<file path="src/rtl/arb_packet_mux.sv">
// Packet-level mux behind the round-robin arbiter: locks onto one granted client per packet
// and forwards its beats through a single-entry output register. Optional idle timeout: ARB_PACKET_MUX_TIMEOUT_EN.
module arb_packet_mux #(
  parameter int N       = 4,
  parameter int W       = 8,
  parameter int TIMEOUT = 16
) (
  input  logic           clk,
  input  logic           rst_n,
  input  logic [N-1:0]   grant,
  input  logic [N-1:0]   in_valid,
  input  logic [N*W-1:0] in_data,
  input  logic [N-1:0]   in_last,
  output logic [N-1:0]   in_ready,
  output logic           out_valid,
  output logic [W-1:0]   out_data,
  output logic           out_last,
  input  logic           out_ready,
  output logic [N-1:0]   owner,
  output logic [N-1:0]   pkt_done,
  output logic [N-1:0]   timeout_err
);

  typedef enum logic {IDLE, LOCKED} state_t;

  localparam logic [N-1:0] ONE = N'(1);

  state_t         state_reg, state_next;
  logic [N-1:0]   owner_reg, owner_next;
  logic [N-1:0]   pkt_done_reg, pkt_done_next;
  logic           out_valid_reg;
  logic           out_last_reg;
  logic [W-1:0]   out_data_reg;

  logic [N-1:0]   grant_low;
  logic [W-1:0]   masked_data [N];
  logic [W-1:0]   owner_data;
  logic           owner_valid;
  logic           owner_last;
  logic           slot_free;
  logic           accept;
  logic           timeout_hit;

  if (TIMEOUT < 1) begin : g_bad_timeout
    $error("arb_packet_mux: TIMEOUT must be at least 1");
  end

  // Isolate the lowest set grant bit so a non-one-hot grant still picks one owner.
  assign grant_low = grant & (~grant + ONE);

  for (genvar gi = 0; gi < N; gi++) begin : g_mask
    assign masked_data[gi] = owner_reg[gi] ? in_data[gi*W +: W] : '0;
  end

  always_comb begin
    owner_data = '0;
    for (int i = 0; i < N; i++) begin
      owner_data = owner_data | masked_data[i];
    end
  end

  assign owner_valid = |(in_valid & owner_reg);
  assign owner_last  = |(in_last & owner_reg);
  assign slot_free   = !out_valid_reg || out_ready;
  assign accept      = (state_reg == LOCKED) && owner_valid && slot_free;
  assign in_ready    = ((state_reg == LOCKED) && slot_free) ? owner_reg : '0;

`ifdef ARB_PACKET_MUX_TIMEOUT_EN
  localparam int CW = $clog2(TIMEOUT + 1);

  logic [CW-1:0] idle_cnt_reg, idle_cnt_next;
  logic [N-1:0]  timeout_err_reg, timeout_err_next;

  // Counts consecutive locked cycles in which the owner offers nothing.
  always_comb begin
    idle_cnt_next = '0;
    timeout_hit   = 1'b0;
    if (state_reg == LOCKED && !owner_valid) begin
      idle_cnt_next = idle_cnt_reg + CW'(1);
      if (idle_cnt_next == CW'(TIMEOUT)) begin
        timeout_hit   = 1'b1;
        idle_cnt_next = '0;
      end
    end
  end

  always_ff @(posedge clk) begin
    if (!rst_n) begin
      idle_cnt_reg    <= '0;
      timeout_err_reg <= '0;
    end else begin
      idle_cnt_reg    <= idle_cnt_next;
      timeout_err_reg <= timeout_err_next;
    end
  end

  assign timeout_err = timeout_err_reg;
`else
  assign timeout_hit = 1'b0;
  assign timeout_err = '0;
`endif

  always_comb begin
    state_next    = state_reg;
    owner_next    = owner_reg;
    pkt_done_next = '0;
`ifdef ARB_PACKET_MUX_TIMEOUT_EN
    timeout_err_next = '0;
`endif
    case (state_reg)
      IDLE: begin
        if (|grant) begin
          state_next = LOCKED;
          owner_next = grant_low;
        end
      end
      LOCKED: begin
        if (accept && owner_last) begin
          state_next    = IDLE;
          owner_next    = '0;
          pkt_done_next = owner_reg;
        end else if (timeout_hit) begin
          state_next = IDLE;
          owner_next = '0;
`ifdef ARB_PACKET_MUX_TIMEOUT_EN
          timeout_err_next = owner_reg;
`endif
        end
      end
      default: begin
        state_next = IDLE;
        owner_next = '0;
      end
    endcase
  end

  always_ff @(posedge clk) begin
    if (!rst_n) begin
      state_reg    <= IDLE;
      owner_reg    <= '0;
      pkt_done_reg <= '0;
    end else begin
      state_reg    <= state_next;
      owner_reg    <= owner_next;
      pkt_done_reg <= pkt_done_next;
    end
  end

  // Load wins over drain, giving one beat per cycle when the sink keeps up.
  always_ff @(posedge clk) begin
    if (!rst_n) begin
      out_valid_reg <= 1'b0;
      out_data_reg  <= '0;
      out_last_reg  <= 1'b0;
    end else if (accept) begin
      out_valid_reg <= 1'b1;
      out_data_reg  <= owner_data;
      out_last_reg  <= owner_last;
    end else if (out_ready) begin
      out_valid_reg <= 1'b0;
    end
  end

  assign out_valid = out_valid_reg;
  assign out_data  = out_data_reg;
  assign out_last  = out_last_reg;
  assign owner     = owner_reg;
  assign pkt_done  = pkt_done_reg;

endmodule
</file>
<file path="config.mk">
export PLATFORM = sky130hd
export DESIGN_NAME = arb_packet_mux
export DESIGN_NICKNAME = d
export VERILOG_FILES = /design/src/rtl/arb_packet_mux.sv
export SDC_FILE = /design/constraint.sdc
export NUM_CORES = 1
export LEC_CHECK = 0
export CELL_PAD_IN_SITES_DETAIL_PLACEMENT = 0
export CELL_PAD_IN_SITES_GLOBAL_PLACEMENT = 2
export CORE_AREA = 2 2 74 83
export DETAILED_ROUTE_END_ITERATION = 10
export DIE_AREA = 0 0 76 85
export PLACE_DENSITY_LB_ADDON = 0.1
export SYNTH_ARGS = -nofsm -noshare
export SYNTH_HDL_FRONTEND = slang
export SYNTH_SLANG_ARGS = --single-unit
</file>
<file path="constraint.sdc">
create_clock -name clk -period 1.5 [get_ports clk]
set_input_delay 0.3 -clock clk [delete_from_list [all_inputs] [get_ports clk]]
set_output_delay 0.3 -clock clk [all_outputs]
set_load 0.005 [all_outputs]
</file>
Word level (Yosys, flattened, before mapping)
Index checks and enable logic that the tools add are counted.

Register bits: 19. Bits in latches: 0. Memory bits (writable): 0. ROM bits: 0. Input port bits: 47. Output and inout bits: 26. Word-level logic and storage cells: 42. Memories: 0.

$add $sub $neg: 1. $mul: 0. Divide/modulo/power cells: 0. Magnitude comparators: 0. Equal/unequal tests: 2. Shifts and indexed selects: 0. Muxes and demuxes: 13. Bitwise logic cells: 8. Reduce and logical (&&, ||, !) cells: 12.

Operators by type and width (number): 8-bit 2-to-1 mux (4); 8-bit OR (3); 4-bit bitwise AND (3); 4-bit 2-to-1 mux (3); 4-bit OR reduction (3); 4-bit one-hot mux with 2 select lines (1); 4-bit by 1-bit adder with 4-bit output (second input constant) (1); 1-bit logical AND (4); 1-bit 2-to-1 mux (4); 4-bit inverter (1); 3-bit AND reduction (1); 2-bit by 1-bit != test with 1-bit output (second input constant) (1); 2-bit != test (second input constant) (1); 1-bit one-hot mux with 2 select lines (1); 2-bit AND reduction (1); 2-bit nonzero test (1); 1-bit logical NOT (1); 1-bit logical OR (1); 1-bit inverter (1).

Logic depth before layout (Yosys ltp)
Gate-level depths: netlist of run 1.

Depth after elaboration: 7. Depth in mapped cells: 5. Gate-level depth less buffers: 4.

Worst setup path before layout of run 1
OpenSTA, ideal clock, no wires.

Kind: register to register. Start: register owner_reg[0] (netlist: owner[0]). End: register owner_reg[1] (netlist: owner[1]). Setup time: 117 ps. Arrival: 1182 ps. Data required time: 1383 ps. Slack: 201 ps. Cell stages (with the launch flop): 5. Buffers on the path: 0. Period minus slack after synthesis: 1299 ps. Cells stage by stage: dfxtp_1 a22o_1 o211ai_2 o221a_2 a22o_1.

Word-level cells in the longest chain between the ends: 7. Elaborated cells between the ends (all ways): 9. Those cells by class: 1 x eq/ne; 2 x bitwise; 6 x reduce/logical.

RTL lines: start: declaration (line 29) `logic [N-1:0] owner_reg, owner_next;`; start signal: assignment (line 144) `owner_reg <= owner_next;`; 4-bit bitwise AND (line 62) `assign owner_valid = |(in_valid & owner_reg);`; 4-bit OR reduction (line 62); 1-bit logical AND (2 in a row) (line 65) `assign accept = (state_reg == LOCKED) && owner_valid && slot_free;`; 1-bit logical AND * (line 118) `if (accept && owner_last) begin`; 2-bit by 1-bit != test with 1-bit output (no line) *; 2-bit AND reduction (no line) *.

Mark *: on every way between the ends. The rest lies on a longest branch, timed or not. A chain may end at the register's enable or synchronous reset.

Final worst setup path of run 1
Start: input port in_last[1]. End: register owner_reg[1] (netlist: owner[1]).

Word-level cells in the longest chain between the ends: 5.

RTL lines: start: declaration (line 13) `input logic [N-1:0] in_last,`; 4-bit bitwise AND (line 63) `assign owner_last = |(in_last & owner_reg);`; 4-bit OR reduction (line 63); 1-bit logical AND (line 118); 2-bit by 1-bit != test with 1-bit output (no line); 2-bit AND reduction (no line).

No other way between the ends.

==> results.sh, run 1 <==
export IMPL_initial_core_util_pct=16.7
export IMPL_clock_skew_ns=0.00277
export IMPL_grt_pass1_wl_um=5980
export IMPL_critPathMaxFanout=4
export IMPL_syn_area_um2=940
export IMPL_status="finished, final reports clean"
export IMPL_fmax_mhz=694
export IMPL_swShare_pct=24.3
export IMPL_clk_latency_ns=0.25
export IMPL_cp_top_family="compound AO/OA/AOI/OAI gates"
export IMPL_rows=29
export IMPL_cts_sink_count=19
export IMPL_rsz0062_at_grt="false"
export IMPL_cp_arrival_ns=1.64
export IMPL_synth_cells=103
export IMPL_r2r_end="out_last"
export IMPL_ys_types=24
export IMPL_ctsHtreeMaxLevel=1
export IMPL_cts_tree="yes"
export IMPL_finish_net_count=241
export IMPL_critPathMaxStageDelay_ns=0.40
export IMPL_crit_slowest_cell="clkdlybuf4s50_1"
export IMPL_yosys_warnings=0
export IMPL_hold_path_end="out_valid"
export IMPL_ys_ff_latch=19
export IMPL_cp_common_cell="a22o_1"
export IMPL_dieArea_um2=6460
export IMPL_ctsHoldBuffers=0
export IMPL_start_kind="primary input"
export IMPL_drt_first_pass_iters=4
export IMPL_p_clk_share_pct=30.4
export IMPL_area_growth_pct=116
export IMPL_p_seq_share_pct=44.3
export IMPL_hold_start="out_ready"
export IMPL_clockRootBuffer="clkbuf_8"
export IMPL_worstSetupEndpointType="flip-flop"
export IMPL_cp_cell_sequence="clkdlybuf4s50_1 > a22o_1 > a221oi_4 > o221a_4 > a22o_1"
export IMPL_dpl_hpwl_um=2870
export IMPL_clockBufferDepth=2
export IMPL_final_hold_viol_count=0
export IMPL_first_global_vias=1177
export IMPL_p_sw_w=0.000287
export IMPL_avgSynthCellArea_um2=9.12
export IMPL_ant_nets=0
export IMPL_largest_register_ffs=8
export IMPL_antenna_found_initial=0
export IMPL_layoutNonFillerInstCount=270
export IMPL_num_vias=1154
export IMPL_wire_per_inst_um=14.1
export IMPL_place_congestion=0.721
export IMPL_grt_max_degree=20
export IMPL_finalCriticalPeriod_ns=1.44
export IMPL_place_inst=259
export IMPL_hold_class="primary input to flip-flop"
export IMPL_drive_gt1_share_pct=26.4
export IMPL_cap_viol_max_count=0
export IMPL_r2r_start="owner[0]"
export IMPL_diodes=0
export IMPL_core_um2=5620
export IMPL_clk_pin_slew_ns=0.07
export IMPL_cts_buffers=3
export IMPL_drtIter0Drc=29
export IMPL_setup_viol=0
export IMPL_reg2reg_depth=5
export IMPL_path_buf_inv=1
export IMPL_required_ns=1.69
export IMPL_die_width_um=76
export IMPL_maxSlewViolCount=0
export IMPL_routed_wl_um=3810
export IMPL_worstSetupPathType="primary input to flip-flop"
export IMPL_ff2ff_setup_slack_ns=0.07
export IMPL_hold_depth=3
export IMPL_p_int_w=0.000896
export IMPL_power_leakage_nw=0.864
export IMPL_grt_util_all_layers_pct=11.6
export IMPL_route_detailed_drc=0
export IMPL_io_buffers=68
export IMPL_cellPowerDensity_nw_per_um2=584
export IMPL_synth_seq_area_share_pct=40.5
export IMPL_fin_crit_sh_pct=96.1
export IMPL_vias_per_cell=4.27
export IMPL_fin_setup_tns_ns=0
export IMPL_io_pins=73
export IMPL_power_frac_comb_pct=25.3
export IMPL_die_height_um=85
export IMPL_ir_worst_vdd_uv=260
export IMPL_grt_overflow=0
[cells in the mapped netlist]
master | n | share of area [%]
dfxtp_1 | 19 | 40
a22oi_1 | 16 | 13
a21o_1 | 9 | 7.2
and3_1 | 9 | 6.0
nand2_1 | 9 | 3.6
a21boi_1 | 8 | 6.4
a22o_1 | 5 | 4.7
buf_4 | 5 | 4.0
clkbuf_1 | 5 | 2.0
a32o_1 | 2 | 2.1
inv_1 | 2 | 0.80
nor2_1 | 2 | 0.80
a21boi_0 | 1 | 0.80
a21oi_1 | 1 | 0.53
a221oi_2 | 1 | 1.6
buf_1 | 1 | 0.40
buf_2 | 1 | 0.53
conb_1 | 1 | 0.40
nand2b_1 | 1 | 0.67
nor3_1 | 1 | 0.53
nor4_1 | 1 | 0.67
o211ai_2 | 1 | 1.3
o21ai_1 | 1 | 0.53
o221a_2 | 1 | 1.2
[cells by family after synthesis]
family	count (synthesis)	share of synthesized area, %
AO/OA/AOI/OAI	46	39.1
buffers and inverters	14	7.72
flip-flops	19	40.5
other	1	0.399
AND/OR/NAND/NOR	23	12.3
[metal layers]
metal	up-vias	GRT usage (%)	routed length, µm
met5	-	0	0
met4	0	3.47	24
met3	2	2.66	259
met2	52	19.2	1730
met1	535	15.2	1800
li1	565	-	-
[repair_timing]
item / CTS / global route
setup buffers: 6 / 0
endpoints found under the setup margin: 16 / 21
pin swaps: 2 / 6
resized for setup: 28 / 23
cloned: 0 / 1
[per-stage QoR]
stage	hold slack [ns]	worst slack (ns)	cell area (µm²)	power [W]	utilization, %
floorplan	0.425	0.201	951	0.000614	-
global placement	0.442	-0.399	1830	0.000810	32.5
detailed placement	0.450	-0.426	1830	0.000812	32.5
CTS	0.462	-0.0656	1960	0.00119	34.8
global route	0.443	0.000556	2030	0.00124	36.0
finish	0.412	0.0582	2030	0.00118	36.0
[worst min-delay path, cell delays in order]
cell            delay (ns)
dlymetal6s2s_1        0.08
nand2b_4              0.15
a21boi_0              0.09
[layout by cell type (no fill, tap or decap)]
cell | Yosys | final
nor2_1 | 2 | 1
a21boi_1 | 8 | 8
nand2_1 | 9 | 9
nor2_2 | 0 | 1
a21oi_1 | 1 | 1
clkdlybuf4s50_1 | 0 | 55
buf_12 | 0 | 1
a22o_1 | 5 | 4
clkinv_2 | 0 | 1
o221a_4 | 0 | 1
and3_4 | 0 | 5
a21boi_0 | 1 | 1
nor3_1 | 1 | 1
dfxtp_2 | 0 | 1
and3_1 | 9 | 4
a221oi_4 | 0 | 1
clkbuf_8 | 0 | 3
o21ai_1 | 1 | 1
dfxtp_1 | 19 | 14
dlymetal6s2s_1 | 0 | 7
o211ai_4 | 0 | 1
nand2b_4 | 0 | 1
a32o_1 | 2 | 2
dlygate4sd2_1 | 0 | 2
buf_4 | 5 | 21
nor4_1 | 1 | 1
a22o_4 | 0 | 1
inv_1 | 2 | 2
a22oi_1 | 16 | 16
buf_6 | 0 | 5
buf_2 | 1 | 4
conb_1 | 1 | 4
dfxtp_4 | 0 | 4
a21o_1 | 9 | 9
[power groups by stage]
stage	Combinational [W]	Sequential, W	Clock (W)
finish	0.000299	0.000524	0.000360
floorplan	0.0000779	0.000536	0
global route	0.000323	0.000526	0.000395
global placement	0.000271	0.000539	0
detailed placement	0.000273	0.000539	0
CTS	0.000289	0.000523	0.000377
[cell type report]
class | instances | area [µm²]
fill | 596 | 3600
clock inverter | 1 | 5.00
sequential | 19 | 397
multi-input combinational | 73 | 571
clock buffer | 3 | 41.3
inverter | 2 | 7.51
timing repair buffer | 95 | 910
tap | 77 | 96.3
[worst max-delay path by stage]
stage	startpoint	end	slack, ns	cells after the start
2_1_floorplan	owner[0]	owner[1]	0.20	4
3_3_place_gp	out_ready	in_ready[2]	-0.40	4
3_5_place_dp	out_ready	owner[1]	-0.43	6
4_1_cts	out_ready	in_ready[1]	-0.07	4
5_1_grt	in_last[1]	owner[1]	0.0006	5
6_report	in_last[1]	owner[1]	0.06	5
Note: power is estimated with default switching activity, not from simulation.
==> run 2: changes to the inputs <==
--- a/config.mk
+++ b/config.mk
@@ -7,10 +7,11 @@
 export LEC_CHECK = 0
 export CELL_PAD_IN_SITES_DETAIL_PLACEMENT = 0
 export CELL_PAD_IN_SITES_GLOBAL_PLACEMENT = 2
-export CORE_AREA = 2 2 74 83
+export CORE_AREA = 2 2 78 80
 export DETAILED_ROUTE_END_ITERATION = 10
-export DIE_AREA = 0 0 76 85
+export DIE_AREA = 0 0 80 82
 export PLACE_DENSITY_LB_ADDON = 0.1
+export REMOVE_ABC_BUFFERS = 1
 export SYNTH_ARGS = -nofsm -noshare
 export SYNTH_HDL_FRONTEND = slang
 export SYNTH_SLANG_ARGS = --single-unit
==> run 2 against run 1 <==
Clock-buffer cell count did not move. First-iteration DRC count fell by 17%. Die area rose by 1.5%.
==> results.sh, run 2 (synthesis results as in run 1) <==
export IMPL_cellPowerDensity_nw_per_um2=603
export IMPL_area_growth_pct=105
export IMPL_fmax_mhz=683
export IMPL_fin_ws_ns=0.0367
export IMPL_clockBufferDepth=2
export IMPL_die_height_um=82
export IMPL_ff2ff_setup_slack_ns=0.10
export IMPL_num_vias=1092
export IMPL_ir_worst_vdd_uv=229
export IMPL_cp_arrival_ns=1.61
export IMPL_cts_tree="yes"
export IMPL_die_width_um=80
export IMPL_hold_path_end="out_data[7]"
export IMPL_final_util_pct=33.6
export IMPL_grt_pass1_wl_um=5440
export IMPL_place_inst=256
export IMPL_maxSlewViolCount=0
export IMPL_first_global_vias=1148
export IMPL_required_ns=1.65
export IMPL_rows=28
export IMPL_multi_input_area_um2=543
export IMPL_critPathMaxFanout=6
export IMPL_clk_pin_slew_ns=0.08
export IMPL_dpl_hpwl_um=2840
export IMPL_ctsHtreeMaxLevel=1
export IMPL_drt_first_pass_iters=4
export IMPL_swShare_pct=24.1
export IMPL_fin_crit_sh_pct=97.6
export IMPL_final_hold_viol_count=0
export IMPL_p_int_w=0.000883
export IMPL_power_leakage_nw=0.794
export IMPL_largest_register_ffs=8
export IMPL_r2r_end="owner[1]"
export IMPL_ant_nets=0
export IMPL_ctsHoldBuffers=0
export IMPL_clockRootBuffer="clkbuf_8"
export IMPL_total_power_w=0.00116
export IMPL_cap_viol_max_count=0
export IMPL_hold_class="flip-flop to flip-flop"
export IMPL_cts_buffers=3
export IMPL_p_sw_w=0.000281
export IMPL_clk_latency_ns=0.26
export IMPL_start_kind="primary input"
export IMPL_layoutNonFillerInstCount=261
export IMPL_setup_viol=0
export IMPL_p_seq_share_pct=45.2
export IMPL_hold_start="out_data[7]"
export IMPL_hold_depth=2
export IMPL_cts_sink_count=19
export IMPL_worstSetupEndpointType="flip-flop"
export IMPL_finish_net_count=234
export IMPL_reg2reg_depth=4
export IMPL_status="finished, final reports clean"
export IMPL_finalCriticalPeriod_ns=1.46
export IMPL_crit_start="in_valid[1]"
export IMPL_io_pins=73
export IMPL_core_um2=5750
export IMPL_place_ws_ns=-0.372
export IMPL_r2r_start="owner[2]"
export IMPL_drtIter0Drc=24
export IMPL_grt_util_all_layers_pct=10.8
export IMPL_grt_max_degree=13
export IMPL_antenna_found_initial=0
export IMPL_dieArea_um2=6560
export IMPL_drive_gt1_share_pct=20.4
export IMPL_nFillCells=621
export IMPL_wire_per_inst_um=14.0
export IMPL_final_cell_mix="clkdlybuf4s50_1, a22oi_1, dfxtp_1"
export IMPL_clock_skew_ns=0.00306
export IMPL_grt_overflow=0
export IMPL_io_buffers=68
export IMPL_place_congestion=0.709
export IMPL_route_detailed_drc=0
export IMPL_worstSetupPathType="primary input to flip-flop"
export IMPL_p_clk_share_pct=31.1
export IMPL_diodes=0
export IMPL_routed_wl_um=3660
export IMPL_layout_commonest_cell="clkdlybuf4s50_1"
export IMPL_vias_per_cell=4.18
export IMPL_rsz0062_at_grt="false"
export IMPL_power_frac_comb_pct=23.8
export IMPL_initial_core_util_pct=16.4
export IMPL_seqCellArea_um2=394
[run 2: changes by cell type in the layout (fill, tap and decap cells not counted)]
cell / change
and3_1: +5
and3_4: -5
buf_12: -1
buf_4: -8
buf_6: +2
clkdlybuf4s50_1: +2
dfxtp_2: +1
dfxtp_4: -1
dlygate4sd2_1: +1
dlymetal6s2s_1: -3
nor2_1: +1
nor2_2: -1
[run 2: cell type report]
| cell class | instances | area share (%) |
|---|---|---|
| sequential | 19 | 20.4 |
| multi-input combinational | 73 | 28.2 |
| timing repair buffer | 88 | 43.7 |
| clock inverter | 1 | 0.260 |
| inverter | 2 | 0.389 |
| tap | 75 | 4.87 |
| clock buffer | 3 | 2.14 |
[run 2: worst max path at each step]
stage	end	slack, ns	depth (start not counted)
4_1_cts	owner[1]	0.008	6
6_report	owner[1]	0.04	5
3_3_place_gp	in_ready[0]	-0.36	4
3_5_place_dp	in_ready[2]	-0.37	4
2_1_floorplan	owner[1]	-0.22	4
5_1_grt	owner[0]	0.002	1
[run 2: metrics by stage]
step	cell area, µm²	hold WS [ns]	TNS [ns]
3_3_place_gp	1800	0.440	-5.65
6_report	1930	0.454	0
3_5_place_dp	1800	0.445	-5.98
2_1_floorplan	886	0.410	-1.54
4_1_cts	1900	0.456	0
5_1_grt	1930	0.487	0
[run 2: layer usage]
layer	GRT usage, %	routed length [µm]	vias to the layer above
li1	-	-	549
met1	12.7	1580	500
met2	19.2	1770	41
met3	2.64	282	2
met4	3.56	23	0
met5	0	0	-
[run 2: power groups by stage]
stage	registers (W)	logic, W	clock network (W)
2_1_floorplan	0.000543	0.0000540	0
3_3_place_gp	0.000539	0.000266	0
3_5_place_dp	0.000539	0.000265	0
4_1_cts	0.000523	0.000279	0.000385
5_1_grt	0.000528	0.000298	0.000400
6_report	0.000526	0.000276	0.000361
[run 2: timing repair]
action | in CTS | in global routing
gates cloned | 0 | 1
pin swaps | 1 | 7
gates resized for setup | 32 | 13
setup buffers | 3 | 0
setup endpoints to repair | 12 | 13
[run 2: critical path, cell delays in order]
cell and delay, ns:
clkdlybuf4s50_1 0.46, a22o_1 0.18, o211ai_4 0.13, o221a_4 0.33, a22o_1 0.21
